==> config.mk <==
export PLATFORM = sky130hd
export DESIGN_NAME = counter_10_div
export DESIGN_NICKNAME = d
export VERILOG_FILES = /design/src/rtl/counter_10_pkg.sv /design/src/rtl/counter_10_div_seg7.sv /design/src/rtl/counter_10_div.sv
export SDC_FILE = /design/constraint.sdc
export NUM_CORES = 1
export LEC_CHECK = 0
export BUFFER_PORTS_ARGS = -buffer_cell sky130_fd_sc_hd__buf_2
export CAP_MARGIN = 0
export CORE_MARGIN = 2
export CORE_UTILIZATION = 56
export DETAILED_ROUTE_END_ITERATION = 8
export PLACE_DENSITY = 0.84
export SLEW_MARGIN = 20
export SYNTH_ARGS = -nofsm -noshare
export SYNTH_HDL_FRONTEND = slang
export SYNTH_SLANG_ARGS = --single-unit
==> constraint.sdc <==
create_clock -name CLK -period 2.6 [get_ports CLK]
set_clock_uncertainty 0.1 [all_clocks]
set_input_delay 0.13 -clock CLK [delete_from_list [all_inputs] [get_ports CLK]]
set_output_delay 0.13 -clock CLK [all_outputs]
set_load 0.05 [all_outputs]
==> src/rtl/counter_10_pkg.sv <==
// Shared constants for the decade counter / divider block.
// Segment patterns are active-low {g,f,e,d,c,b,a}.
package counter_10_pkg;

  typedef logic [6:0] seg_t;

  typedef enum logic [1:0] {
    DIV_SEL0 = 2'd0,
    DIV_SEL1 = 2'd1,
    DIV_SEL2 = 2'd2,
    DIV_SEL3 = 2'd3
  } div_sel_e;

  localparam int DEF_HALF0 = 1;
  localparam int DEF_HALF1 = 5;
  localparam int DEF_HALF2 = 50;
  localparam int DEF_HALF3 = 500;

  localparam int MAX_DIGIT = 9;

  localparam seg_t SEG_0     = 7'b1000000;
  localparam seg_t SEG_1     = 7'b1111001;
  localparam seg_t SEG_2     = 7'b0100100;
  localparam seg_t SEG_3     = 7'b0110000;
  localparam seg_t SEG_4     = 7'b0011001;
  localparam seg_t SEG_5     = 7'b0010010;
  localparam seg_t SEG_6     = 7'b0000010;
  localparam seg_t SEG_7     = 7'b1111000;
  localparam seg_t SEG_8     = 7'b0000000;
  localparam seg_t SEG_9     = 7'b0010000;
  localparam seg_t SEG_BLANK = 7'b1111111;

endpackage

==> src/rtl/counter_10_div_seg7.sv <==
// Binary digit to active-low 7-segment pattern.
// Codes above 9 blank the digit.
module seg7_decoder
  import counter_10_pkg::*;
(
  input  logic [3:0] bin,
  output seg_t       seg
);

  // Pure lookup; no state.
  always_comb begin
    seg = SEG_BLANK;
    unique case (bin)
      4'd0:    seg = SEG_0;
      4'd1:    seg = SEG_1;
      4'd2:    seg = SEG_2;
      4'd3:    seg = SEG_3;
      4'd4:    seg = SEG_4;
      4'd5:    seg = SEG_5;
      4'd6:    seg = SEG_6;
      4'd7:    seg = SEG_7;
      4'd8:    seg = SEG_8;
      4'd9:    seg = SEG_9;
      default: seg = SEG_BLANK;
    endcase
  end

endmodule

==> src/rtl/counter_10_div.sv <==
// Selectable clock divider feeding a loadable decade counter
// with a 7-segment readout. Everything runs on CLK.
module counter_10_div
  import counter_10_pkg::*;
#(
  parameter int HALF0 = DEF_HALF0,
  parameter int HALF1 = DEF_HALF1,
  parameter int HALF2 = DEF_HALF2,
  parameter int HALF3 = DEF_HALF3,
  parameter int PW    = 16
) (
  input  logic       CLK,
  input  logic       rst_n,
  input  logic [1:0] contral,
  input  logic       load_enable,
  input  logic [3:0] load_counter,
  output logic [3:0] oQ,
  output logic [6:0] odisplay,
  output logic       o_CLK
);

  logic [PW-1:0] presc;
  logic [PW-1:0] half;
  logic [PW-1:0] half_m1;
  logic          wrap;
  logic          tick;
  logic [3:0]    load_val;
  logic [3:0]    next_up;

  // Half-period for the currently selected ratio.
  always_comb begin
    half = PW'(HALF0);
    unique case (div_sel_e'(contral))
      DIV_SEL0: half = PW'(HALF0);
      DIV_SEL1: half = PW'(HALF1);
      DIV_SEL2: half = PW'(HALF2);
      DIV_SEL3: half = PW'(HALF3);
      default:  half = PW'(HALF0);
    endcase
  end

  // Wrap uses >= so a lowered ratio toggles on the next edge.
  assign half_m1  = half - PW'(1);
  assign wrap     = presc >= half_m1;
  assign tick     = wrap & ~o_CLK;

  assign load_val = (load_counter <= 4'(MAX_DIGIT)) ?
                    load_counter : 4'd0;
  assign next_up  = (oQ == 4'(MAX_DIGIT)) ?
                    4'd0 : oQ + 4'd1;

  // Prescaler and registered divided clock.
  always_ff @(posedge CLK or negedge rst_n) begin
    if (!rst_n) begin
      presc <= '0;
      o_CLK <= 1'b0;
    end else if (wrap) begin
      presc <= '0;
      o_CLK <= ~o_CLK;
    end else begin
      presc <= presc + PW'(1);
    end
  end

  // Decade counter: load beats tick beats hold.
  always_ff @(posedge CLK or negedge rst_n) begin
    if (!rst_n) begin
      oQ <= 4'd0;
    end else if (load_enable) begin
      oQ <= load_val;
    end else if (tick) begin
      oQ <= next_up;
    end
  end

  seg7_decoder u_seg (
    .bin (oQ),
    .seg (odisplay)
  );

endmodule

Word-level counts from Yosys, hierarchy flattened
Memory sizes are Yosys's and may differ from the RTL's.
Index checks and enable logic that the tools add are counted.
{"block": "word_totals", "mem_bits_ro": 112, "regBits": 21, "mem_count": 1}
{"block": "classes", "order_cmp": 2, "mux": 6, "n_eq_ne": 4, "bitwise_logic": 2, "n_reduce_logical": 2, "n_addsub": 3}
{"name": "(name not given)", "depth": 16, "width": 7, "rd": 1, "rd_ports_with_merged_regs": 0, "wr": 0, "line_no": "counter_10_div_seg7.sv:13", "rtl": "unique case (bin)"}
{"cell": "16-bit case mux with 4 select lines", "n": 1}
{"cell": "16-bit by 1-bit adder with 16-bit output (second input constant)", "n": 1}
{"cell": "16-bit greater-or-equal comparator", "n": 1}
{"cell": "16-bit 2-to-1 mux", "n": 1}
{"cell": "4-bit 2-to-1 mux", "n": 4}
{"cell": "16-bit by 1-bit subtractor with 16-bit output (second input constant)", "n": 1}
{"cell": "4-bit by 1-bit adder with 4-bit output (second input constant)", "n": 1}
{"cell": "2-bit equality test (second input constant)", "n": 2}
{"cell": "4-bit equality test (second input constant)", "n": 1}
{"cell": "4-bit less-or-equal comparator (second input constant)", "n": 1}
{"cell": "2-bit by 1-bit equality test with 1-bit output (second input constant)", "n": 1}
{"cell": "2-bit zero test", "n": 1}
{"cell": "2-bit nonzero test", "n": 1}
{"cell": "1-bit AND", "n": 1}
{"cell": "1-bit NOT", "n": 1}

Depth between registers and ports, before layout
{"block": "logic_depth", "word_depth": 7, "ltp_mapped": 9}

Modules after synthesis
From an unflattened synthesis, not the netlist that was laid out.
{"block": "unflattened", "hier_cells": 153, "area_unflattened_um2": 1415.1}
{"mod": "counter_10_div", "cells_each": 120, "instances": 1, "seq_area_each_um2": 525.5, "area_each_um2": 1204.9}
{"mod": "seg7_decoder", "cells_each": 33, "instances": 1, "seq_area_each_um2": 0.0, "area_each_um2": 210.2}

Worst setup path after synthesis
No wires, ideal clock.
{"block": "synth_path", "path_kind": "register to output", "start": "reg oQ[1]", "end": "out odisplay[4]", "t_required_ns": 2.370, "t_arrival_ns": 2.102, "n_path_buf": 0, "path_stages_with_launch": 6, "path_slack_ns": 0.268, "path_cell_list": "dfrtp_1 inv_1 ha_1 nand2_1 o21ai_0 a22oi_1"}
{"block": "synth_via", "elab_chain_len": 1}
{"element": "from (decl)", "line_no": "counter_10_div.sv:17", "rtl": "output logic [3:0] oQ,"}
{"element": "from (signal assigned)", "line_no": "counter_10_div.sv:70", "rtl": "oQ <= load_val;"}
{"element": "from (signal assigned)", "line_no": "counter_10_div.sv:72", "rtl": "oQ <= next_up;"}
{"element": "memory read 16 x 7 bit"}
{"element": "to (decl)", "line_no": "counter_10_div.sv:18", "rtl": "output logic [6:0] odisplay,"}
Every way passes these cells.

Worst setup path in the final report
{"block": "layout_path", "start": "reg presc[0]", "end": "reg o_CLK"}
{"block": "layout_via", "elab_chain_len": 1}
{"element": "from (decl)", "line_no": "counter_10_div.sv:22", "rtl": "logic [PW-1:0] presc;"}
{"element": "from (signal assigned)", "line_no": "counter_10_div.sv:61", "rtl": "presc <= presc + PW'(1);"}
{"element": "16-bit greater-or-equal comparator", "line_no": "counter_10_div.sv:44", "rtl": "assign wrap = presc >= half_m1;"}
{"element": "to (signal assigned)", "line_no": "counter_10_div.sv:59", "rtl": "o_CLK <= ~o_CLK;"}
{"element": "to (decl)", "line_no": "counter_10_div.sv:19", "rtl": "output logic o_CLK"}
Every way passes these cells.
A chain may end at the register's enable or synchronous reset.

==> impl_metrics.tcl <==
set metrics [dict create \
    post_synthesis_register_bit_count 21 \
    start_kind "register" \
    clkSinkCount 21 \
    cts_tree "done" \
    p_leak_uw 0.000768 \
    clock_insertion_delay_worst_skew_ns 0.29 \
    power.total_uw 1490 \
    floorplan.die.width_um 54.0 \
    synth-warning-count 0 \
    min-delay-start "load_counter[3]" \
    crit_path_largest_cell_delay_ns 0.46 \
    floorplan.rows 18 \
    floorplan.die.height_um 54.0 \
    antenna-diode-count 0 \
    cp.buffers_inverters 1 \
    gp_routability_congestion 0.862 \
    power.density_cell_area_nw_per_um2 944 \
    worst_hold_path.num_cells 3 \
    core_region_area_um2 2410 \
    layout.nets 204 \
    clockPowerShare 0.099 \
    largest_net_degree_at_the_start_of_global_routing 22 \
    crit_start "presc[0]" \
    layout_area_overhead_pct 12.7 \
    postCtsResizedCells 0 \
    postCtsSetupBuffers 0 \
    cp.required_ns 2.66 \
    grt_pass1_wl_um 4250 \
    grt_pass1_vias 1012 \
    post_synth_main_area_contributors "sky130_fd_sc_hd__dfrtp_1, sky130_fd_sc_hd__ha_1, sky130_fd_sc_hd__nor2_1" \
    final_max_slew_viol_count 0 \
    setup_viol 0 \
    setup.worst_path.end_class "register" \
    cp_max_fo 12 \
    finalSetupTns_ns 0 \
    hp-class "in -> reg" \
    timing.critical_path.cells "inv_1 -> ha_1 -> and3_1 -> o21ai_1 -> a311o_1 -> o21ai_2 -> xor2_1" \
    starting_density_of_the_core 0.580 \
    synth-edff-count 0 \
    async_reset_ff_frac 1.00 \
    maxCapViolCount 0 \
    placement.io_buffers 20 \
    worst-setup-path-type "reg -> reg" \
    final.fill_count 190 \
    upper_clock_frequency_limit_mhz 454 \
    cts-root-buf "sky130_fd_sc_hd__clkbuf_4" \
    yosys.cell_types.count 38 \
    startpoint_of_the_worst_slack_reg_to_reg_timing_path "presc[0]" \
    min_to "oQ[3]" \
    tritoncts.num_buffers 3 \
    fp.dieArea_um2 2910 \
    cts_buffer_depth 2 \
    multiInputGateArea_um2 838 \
    post-route-period-util 0.848 \
    ys_dominant_reg_cell "sky130_fd_sc_hd__dfrtp_1" \
    viasPerCell 5.51 \
    seq_area_frac_synth 0.376 \
    h-tree-depth 1 \
    timing_hold_violations_final 0 \
    detailroute.via_count 1146 \
    drive_gt1_frac 0.163 \
    worstPathArrival_ns 2.26 \
    clk_slew_on_worst_s_h_paths_ns 0.10 \
    net-switching-power_uw 838 \
    logic_gate_share_of_total_power 0.611 \
    synth_cells 151 \
    period_minus_slack_ns 2.20 \
    antenna_left 0 \
    reg2reg_setup_slack_ns 0.40 \
    gr-total-overflow 0 \
    mostFrequentLayoutCells "sky130_fd_sc_hd__nor2_1, sky130_fd_sc_hd__dfrtp_1, sky130_fd_sc_hd__buf_2, sky130_fd_sc_hd__ha_1, sky130_fd_sc_hd__nand2_1" \
    grt_setup_unrepaired "no" \
    dp_hpwl_um 2020 \
    grt_antenna_before_repair 0 \
    drc_errors 0 \
    cp_top_family "compound AO/OA/AOI/OAI gates" \
    dp.cells 203 \
    pin_count 21 \
    synth.cell_area_um2 1400 \
    avgRoutedWirePerCell_um 12.4 \
    holdWs_ns 0.0344 \
    layout.area.seq_um2 526 \
    vdd_drop_max_v 0.00144 \
    timing.reg2reg.worst_path_depth 7 \
    result_of_the_run "complete, no violations" \
    yosysTopAreaCellShare 0.376 \
    groute.usage.overall 0.203 \
    critPathSlowestCell "sky130_fd_sc_hd__dfrtp_1" \
    yosysTopAreaCell "sky130_fd_sc_hd__dfrtp_1" \
    drt_pass1_iterations 4 \
    regToRegEndpoint "o_CLK" \
    totalWireLength_um 2580 \
    syn-mean-instance-area_um2 9.26 \
    finish.cell_count_without_fillers 208 \
    cell_internal_power_uw 650 \
    detailed_route_iter0_violations 35 \
    power_switching_share 0.563 \
    power.sequential.fraction 0.291 \
]
-- worst max path at each step --
stage                  end  slack (ns)  depth (start not counted)
2_1_floorplan  odisplay[4]        0.27                          5
5_1_grt              o_CLK        0.23                          7
3_5_place_dp         o_CLK        0.40                          7
4_1_cts              o_CLK        0.39                          7
6_report             o_CLK        0.40                          7
3_3_place_gp         o_CLK        0.49                          7
-- worst register-to-register path, cell delays in order (launching register included) --
cell and delay, ns:
sky130_fd_sc_hd__dfrtp_1 0.46, sky130_fd_sc_hd__inv_1 0.08, sky130_fd_sc_hd__ha_1 0.27, sky130_fd_sc_hd__and3_1 0.14
sky130_fd_sc_hd__o21ai_1 0.06, sky130_fd_sc_hd__a311o_1 0.43, sky130_fd_sc_hd__o21ai_2 0.42, sky130_fd_sc_hd__xor2_1 0.12
-- synthesized netlist by cell type, types with 2 or more instances --
library cell / instances
sky130_fd_sc_hd__nand2_1: 13
sky130_fd_sc_hd__o21ai_0: 4
sky130_fd_sc_hd__a21o_1: 2
sky130_fd_sc_hd__nor3_1: 2
sky130_fd_sc_hd__a22oi_1: 3
sky130_fd_sc_hd__a41oi_1: 2
sky130_fd_sc_hd__a31oi_1: 3
sky130_fd_sc_hd__ha_1: 16
sky130_fd_sc_hd__conb_1: 2
sky130_fd_sc_hd__and3_1: 2
sky130_fd_sc_hd__xor2_1: 9
sky130_fd_sc_hd__dfrtp_1: 21
sky130_fd_sc_hd__nor2_1: 21
sky130_fd_sc_hd__clkbuf_1: 2
sky130_fd_sc_hd__a21oi_1: 9
sky130_fd_sc_hd__nor4_4: 2
sky130_fd_sc_hd__nand3_1: 5
sky130_fd_sc_hd__o211ai_1: 2
sky130_fd_sc_hd__mux2i_1: 3
sky130_fd_sc_hd__inv_1: 10
-- metrics by stage --
step	worst slack, ns	cell area (um^2)	util
2_1_floorplan	0.268	1420	-
3_3_place_gp	0.492	1540	0.639
3_5_place_dp	0.404	1540	0.639
4_1_cts	0.386	1580	0.654
5_1_grt	0.232	1580	0.654
6_report	0.396	1580	0.654
-- cell families after synthesis --
family,Yosys count,share of synthesized area
fa+ha+maj,16,0.143
flops,21,0.376
compound gates,33,0.157
other cells,2,0.00537
simple gates,53,0.197
xor+xnor,10,0.0627
buf+inv,13,0.0376
mux,3,0.0215
-- metal layers --
metal / track usage / share of wire
met2: 0.331 / 0.49
met1: 0.280 / 0.46
met4: 0.0598 / 0.0054
met5: 0 / 0
met3: 0.0278 / 0.044
-- registers in the layout, indices dropped and copies added (netlist names) --
register / cells
oQ: 4
presc: 16
o_CLK: 1
-- power groups by stage --
| stage | registers, uW | clock network (uW) | logic [uW] |
|---|---|---|---|
| finish | 433 | 147 | 909 |
| global placement | 435 | 0 | 892 |
| detailed placement | 438 | 0 | 904 |
| global route | 445 | 171 | 975 |
| floorplan | 536 | 0 | 605 |
| CTS | 432 | 155 | 909 |
-- repair_timing --
action,CTS,global route
endpoints found under the setup margin,0,0
hold endpoints to repair,21,0
hold buffers,1,0
-- cell type report --
| type | count | area share |
|---|---|---|
| Clock buffer | 4 | 0.0167 |
| Timing Repair Buffer | 21 | 0.0699 |
| Sequential cell | 21 | 0.334 |
| Tap cell | 30 | 0.0238 |
| Inverter | 10 | 0.0238 |
| Multi-Input combinational cell | 122 | 0.532 |
No activity file was read; power rests on OpenSTA's default activity.
